**src/rtl/sum_stationary_pkg.sv**
```systemverilog
// Shared types and helpers for the sum-stationary matrix array and its result drain.
package sum_stationary_pkg;

    // The drain is either waiting for a finished product or streaming it out.
    typedef enum logic {
        IDLE   = 1'b0,
        STREAM = 1'b1
    } drain_state_e;

    // Result element width: full product width plus growth from N accumulations.
    function automatic int c_width(input int dw, input int n);
        return 2 * dw + $clog2(n);
    endfunction

endpackage

```
**src/rtl/sum_stationary_row_select.sv**
```systemverilog
// Picks one N-element beat out of the captured NxN result buffer.
// SUM_STATIONARY_DRAIN_COL_MAJOR_EN: when defined, beat j is column j (transposed
// drain); otherwise beat j is row j.
module sum_stationary_row_select #(
    parameter int N            = 4,
    parameter int C_DATA_WIDTH = 18,
    parameter int IDX_W        = 2
) (
    input  logic [N*N-1:0][C_DATA_WIDTH-1:0] i_buf,
    input  logic [IDX_W-1:0]                 i_idx,
    output logic [N-1:0][C_DATA_WIDTH-1:0]   o_beat
);

    // Gather the N elements of the selected row (or column) of the buffer.
    always_comb begin
        o_beat = '0;
        for (int k = 0; k < N; k++) begin
`ifdef SUM_STATIONARY_DRAIN_COL_MAJOR_EN
            o_beat[k] = i_buf[k * N + int'(i_idx)];
`else
            o_beat[k] = i_buf[int'(i_idx) * N + k];
`endif
        end
    end

endmodule

```
**src/rtl/sum_stationary_drain.sv**
```systemverilog
// Result drain for the sum-stationary NxN array: captures the array results,
// pulses the array reset once, then streams N beats on a valid/ready port.
// SUM_STATIONARY_DRAIN_COL_MAJOR_EN selects a column-major (transposed) drain;
// timing and handshake are the same in both modes.
module sum_stationary_drain
    import sum_stationary_pkg::*;
#(
    parameter int DATA_WIDTH   = 8,
    parameter int N            = 4,
    parameter int C_DATA_WIDTH = c_width(DATA_WIDTH, N),
    localparam int IDX_W       = (N > 1) ? $clog2(N) : 1
) (
    input  logic                              clk,
    input  logic                              reset_ni,
    input  logic                              array_valid_i,
    input  logic [N*N-1:0][C_DATA_WIDTH-1:0]  c_i,
    output logic                              array_reset_o,
    output logic                              row_valid_o,
    input  logic                              row_ready_i,
    output logic [N-1:0][C_DATA_WIDTH-1:0]    row_data_o,
    output logic [IDX_W-1:0]                  row_idx_o,
    output logic                              row_last_o,
    output logic                              busy_o
);

    localparam logic [IDX_W-1:0] IDX_ONE  = IDX_W'(1);
    localparam logic [IDX_W-1:0] IDX_LAST = IDX_W'(N - 1);

    drain_state_e                     r_state;
    drain_state_e                     w_state_nxt;
    logic [N*N-1:0][C_DATA_WIDTH-1:0] r_buf;
    logic [IDX_W-1:0]                 r_idx;
    logic                             r_arr_rst;
    logic                             w_capture;
    logic                             w_fire;
    logic                             w_last;
    logic [N-1:0][C_DATA_WIDTH-1:0]   w_beat;

    assign w_last = (r_idx == IDX_LAST);

    // State register.
    always_ff @(posedge clk or negedge reset_ni) begin
        if (!reset_ni) r_state <= IDLE;
        else           r_state <= w_state_nxt;
    end

    // Next state: capture only from IDLE, so a valid arriving with the last
    // handshake waits one cycle and is taken from IDLE.
    always_comb begin
        w_state_nxt = r_state;
        w_capture   = 1'b0;
        w_fire      = 1'b0;
        case (r_state)
            IDLE: begin
                if (array_valid_i) begin
                    w_capture   = 1'b1;
                    w_state_nxt = STREAM;
                end
            end
            STREAM: begin
                if (row_ready_i) begin
                    w_fire = 1'b1;
                    if (w_last) w_state_nxt = IDLE;
                end
            end
            default: w_state_nxt = IDLE;
        endcase
    end

    // Capture buffer, beat index and the one-cycle array reset pulse.
    always_ff @(posedge clk or negedge reset_ni) begin
        if (!reset_ni) begin
            r_buf     <= '0;
            r_idx     <= '0;
            r_arr_rst <= 1'b0;
        end else begin
            r_arr_rst <= w_capture;
            if (w_capture) begin
                r_buf <= c_i;
                r_idx <= '0;
            end else if (w_fire) begin
                r_idx <= w_last ? '0 : r_idx + IDX_ONE;
            end
        end
    end

    sum_stationary_row_select #(
        .N            (N),
        .C_DATA_WIDTH (C_DATA_WIDTH),
        .IDX_W        (IDX_W)
    ) u_row_select (
        .i_buf  (r_buf),
        .i_idx  (r_idx),
        .o_beat (w_beat)
    );

    // Payload is forced to zero whenever no beat is offered.
    assign row_valid_o   = (r_state == STREAM);
    assign busy_o        = (r_state == STREAM);
    assign row_data_o    = row_valid_o ? w_beat : '0;
    assign row_idx_o     = r_idx;
    assign row_last_o    = row_valid_o && w_last;
    assign array_reset_o = r_arr_rst;

endmodule

```
**config.mk**
```make
export PLATFORM = sky130hd
export DESIGN_NAME = sum_stationary_drain
export DESIGN_NICKNAME = d
export VERILOG_FILES = /design/src/rtl/sum_stationary_pkg.sv /design/src/rtl/sum_stationary_row_select.sv /design/src/rtl/sum_stationary_drain.sv
export SDC_FILE = /design/constraint.sdc
export NUM_CORES = 1
export LEC_CHECK = 0
export CORE_UTILIZATION = 44
export CTS_CLUSTER_SIZE = 14
export DETAILED_ROUTE_END_ITERATION = 16
export PLACE_DENSITY = 0.76
export SYNTH_ARGS = -nofsm -noshare
export SYNTH_HDL_FRONTEND = slang
export SYNTH_SLANG_ARGS = --single-unit
```
**constraint.sdc**
```tcl
create_clock -name clk -period 1.6 [get_ports clk]
set_clock_uncertainty 0.1 [all_clocks]
set_input_delay 0.48 -clock clk [delete_from_list [all_inputs] [get_ports clk]]
set_output_delay 0.48 -clock clk [all_outputs]
set_load 0.03 [all_outputs]
```
==> out/summary.md <==
### Global routing
• 0 — remaining global-route overflow
• 62100 um — first-pass GRT wire length
• 10500 — number of global-route vias before repair
• 0 — antenna violations before repair
• 0.249 — combined global-route utilization of all metal layers
• 45 — largest net degree at the start of global routing

### Placement
• 369 — Port Buf Inserts
• 26600 um — sum of net half-perimeters after detailed placement
• 0.784 — weighted congestion at the end of routability-driven global placement
• 19400 sq um — Placed Instance Area
• -688 ps — Post-Place Worst Slack

### Clocking
• 60 ps — Clock transition at path regs
• 34 — number of buffers created by CTS
• 2 — number of H-tree levels
• sky130_fd_sc_hd__clkbuf_16 — clk root buf
• yes — TritonCTS clock tree
• 3 — buffer depth of the longest clock path
• 490 ps — worst skew pair latency
• 292 — clock sink count

### Routing
• 0 — Antenna Nets Post-Route
• 9589 — via total after detailed routing
• 22300 um — met2 wire len
• 25.0 um — average detailed-routed wire length per instance
• 438 — first-iteration detailed-routing DRC count
• 2800 um — met3 layer wire length in the routed design
• 6 — number of iterations in the first detailed-routing pass
• 5.38 — DR vias/cell
• 44500 um — wire length after detailed routing
• 0 — remaining design rule violation count
• met4 — top sig layer
• 18300 um — metal1 wirelength

### Timing
• 281 ps — slew of the pin with the lowest slew margin
• 1.59 — final worst path period share
• 0 — number of max-slew violations in the final report
• 0.807 — relative max-transition margin
• -936 ps — crit path setup slack, layout
• 0 — final count of hold timing violations
• 394 MHz — Max Fclk
• 2540 ps — time the final worst path needs with I/O delays and setup
• 365 — final setup fails
• yes — setup repair after global routing missed its margin

### Setup path
• 13 — maximum net fanout on the critical path
• -280 ps — reg-to-reg setup timing slack
• flip-flop — startpoint class of the critical path
• 1020 ps — required time at the endpoint of the critical path
• 1960 ps — data arrival at the endpoint of the critical path
• r_buf[150] — end of the worst register-to-register path
• reg -> out — critical setup path kind
• 7 — depth of the most critical reg-to-reg path
• row_idx_o[1] — critical path launch point
• busy_o — worst reg2reg startpoint
• output pin — Worst Setup End Kind
• row_data_o[40] — termination of the worst setup path

### Logic synthesis
• 1165 — Synthesized Nets
• 292 — Seq cells post-synth
• 0.523 — sequential fraction of the synthesis area
• 16.0 sq um — syn avg cell area
• 18 — number of unique standard cell types used by synthesis
• 14000 sq um — post-synthesis instance area
• 0 — Ys Warns
• 872 — cells after synthesis

### Power and ir drop
• 9.80 nW — leak pwr
• 1.78 mV — peak supply drop
• 20.1 mW — net switching power
• 0.269 — Flop pwr share
• 0.586 — share of power burned in combinational logic
• 34.0 mW — Power Internal
• 2330 nW/um^2 — Power Dens Cells
• 0.371 — switching fraction of total power
• 0.146 — Clock Power Share

### Floorplan
• 0.452 — starting density of the core
• 30900 sq um — standard cell core area
• 370 — I/O pin total
• 32500 sq um — die outline area
• 64 — standard-cell row count
• 180 um — die boundary width
• 180 um — vertical extent of the die

### Run status
• complete, but fails checks — status
• negative setup slack — violated checks

### Finish
• 1657 — fin nets
• 1724 — number of filler cells placed in the layout
• 23200 sq um — area of all placed cells without fillers
• 65.9% — area added between synthesis and finish
• 0.534 — fraction of layout cells with a size suffix above 1
• 0 — Antenna Cells

### Min path
• in -> async — worst hold path type

### Job
• 0 — number of maximum-capacitance constraint violations

## synthesized netlist by cell type
cell                       number  area, sq um
sky130_fd_sc_hd__clkbuf_1      14         52.6
sky130_fd_sc_hd__buf_12        22          440
sky130_fd_sc_hd__buf_6          4         45.0
sky130_fd_sc_hd__and2_1         1         6.26
sky130_fd_sc_hd__mux2_4       201         3020
sky130_fd_sc_hd__buf_2         13         65.1
sky130_fd_sc_hd__buf_4         12         90.1
sky130_fd_sc_hd__nand2b_1       1         6.26
sky130_fd_sc_hd__a32o_1         2         20.0
sky130_fd_sc_hd__a31oi_1        1         6.26
sky130_fd_sc_hd__ha_1           1         12.5
sky130_fd_sc_hd__dfrtp_1      292         7310
sky130_fd_sc_hd__nand2_1        1         3.75
sky130_fd_sc_hd__nor2b_2        1         8.76
sky130_fd_sc_hd__mux2i_1      145         1450
sky130_fd_sc_hd__mux2_2        87          980
sky130_fd_sc_hd__o22ai_1       72          450
sky130_fd_sc_hd__nor2_1         2         7.51
## metrics by stage
| step | hold slack, ps | util | TNS (ps) | power [mW] | std cells |
|---|---|---|---|---|---|
| 2_1_floorplan | 84.4 | - | -53860 | 31.7 | 872 |
| 3_3_place_gp | 251 | 0.629 | -207780 | 38.9 | 1664 |
| 3_5_place_dp | 252 | 0.629 | -207340 | 39.5 | 1664 |
| 6_report | 333 | 0.750 | -127230 | 54.1 | 1783 |
| 5_1_grt | 333 | 0.750 | -141810 | 56.1 | 1783 |
| 4_1_cts | 321 | 0.710 | -152850 | 51.0 | 1750 |
## cells in the final DEF, fill, tap and decap left out
cell / Yosys / final
sky130_fd_sc_hd__clkinv_2: 0 / 2
sky130_fd_sc_hd__dfrtp_1: 292 / 289
sky130_fd_sc_hd__o22ai_2: 0 / 34
sky130_fd_sc_hd__mux2i_2: 0 / 42
sky130_fd_sc_hd__o22ai_4: 0 / 38
sky130_fd_sc_hd__clkbuf_1: 14 / 11
sky130_fd_sc_hd__dfrtp_4: 0 / 1
sky130_fd_sc_hd__clkbuf_16: 0 / 62
sky130_fd_sc_hd__dfrtp_2: 0 / 2
sky130_fd_sc_hd__nor2_1: 2 / 2
sky130_fd_sc_hd__nor2b_4: 0 / 1
sky130_fd_sc_hd__and2_4: 0 / 1
sky130_fd_sc_hd__clkbuf_8: 0 / 6
sky130_fd_sc_hd__buf_12: 22 / 56
sky130_fd_sc_hd__ha_2: 0 / 1
sky130_fd_sc_hd__buf_4: 12 / 63
sky130_fd_sc_hd__clkdlybuf4s50_1: 0 / 290
sky130_fd_sc_hd__a31oi_1: 1 / 1
sky130_fd_sc_hd__buf_16: 0 / 13
sky130_fd_sc_hd__clkinvlp_4: 0 / 1
sky130_fd_sc_hd__a32o_1: 2 / 2
sky130_fd_sc_hd__mux2_4: 201 / 288
sky130_fd_sc_hd__buf_8: 0 / 16
sky130_fd_sc_hd__mux2i_4: 0 / 52
sky130_fd_sc_hd__nand2b_4: 0 / 1
sky130_fd_sc_hd__bufinv_16: 0 / 2
sky130_fd_sc_hd__buf_6: 4 / 57
sky130_fd_sc_hd__dlygate4sd3_1: 0 / 1
sky130_fd_sc_hd__nand2_4: 0 / 1
sky130_fd_sc_hd__mux2i_1: 145 / 51
## repair_timing
item | CTS | global route
pin swaps | 10 | 6
endpoints found under the setup margin | 361 | 367
buffers inserted | 13 | 23
hold buffers | 1 | 0
gates cloned | 14 | 27
endpoints found under the hold margin | 16 | 0
gates resized for setup | 186 | 166
## power groups by stage
stage               Clock [mW]  Sequential, mW  Combinational (mW)
CTS                       7.98            14.0                29.0
detailed placement           0            13.5                26.0
global placement             0            13.4                25.6
global route              8.29            14.8                33.0
floorplan                    0            12.8                18.9
finish                    7.87            14.5                31.7
## worst min path at each step
stage,endpoint,slack [ps],cells after the start
2_1_floorplan,array_reset_o,80,0
3_3_place_gp,r_buf[241],250,1
3_5_place_dp,r_buf[241],250,1
4_1_cts,r_buf[241],320,2
5_1_grt,r_buf[241],330,2
6_report,r_buf[241],330,2
## registers in the layout (all words and copies together) (netlist names)
signal / cells
array_reset_o: 1
busy_o: 1
r_buf: 288
row_idx_o: 2
## logic make-up after synthesis
family          share of synthesized area
fa+ha+maj                        0.000895
compound gates                     0.0341
mux                                 0.390
simple gates                      0.00233
flops                               0.523
buf+inv                            0.0496
## cell type report
cell class              instances  area (sq um)  area share
flip-flops and latches        292          7310       0.316
well taps                     396           495      0.0214
repair buffers                521          6370       0.275
clock buffers                  54          1050      0.0453
multi-input cells             515          7870       0.339
clock inverters                 5          77.6     0.00335
## critical path: stages (launching register included)
cell                      delay (ps)
sky130_fd_sc_hd__dfrtp_4         480
sky130_fd_sc_hd__buf_12          180
sky130_fd_sc_hd__buf_12          190
sky130_fd_sc_hd__mux2i_1         280
sky130_fd_sc_hd__o22ai_2         120
sky130_fd_sc_hd__buf_4           180
## metal layers
metal	vias to the layer above	GRT usage
met4	0	0.0779
li1	4235	-
met5	-	0
met2	360	0.420
met1	4913	0.315
met3	81	0.0614
Power figures use the tool's default switching activity.
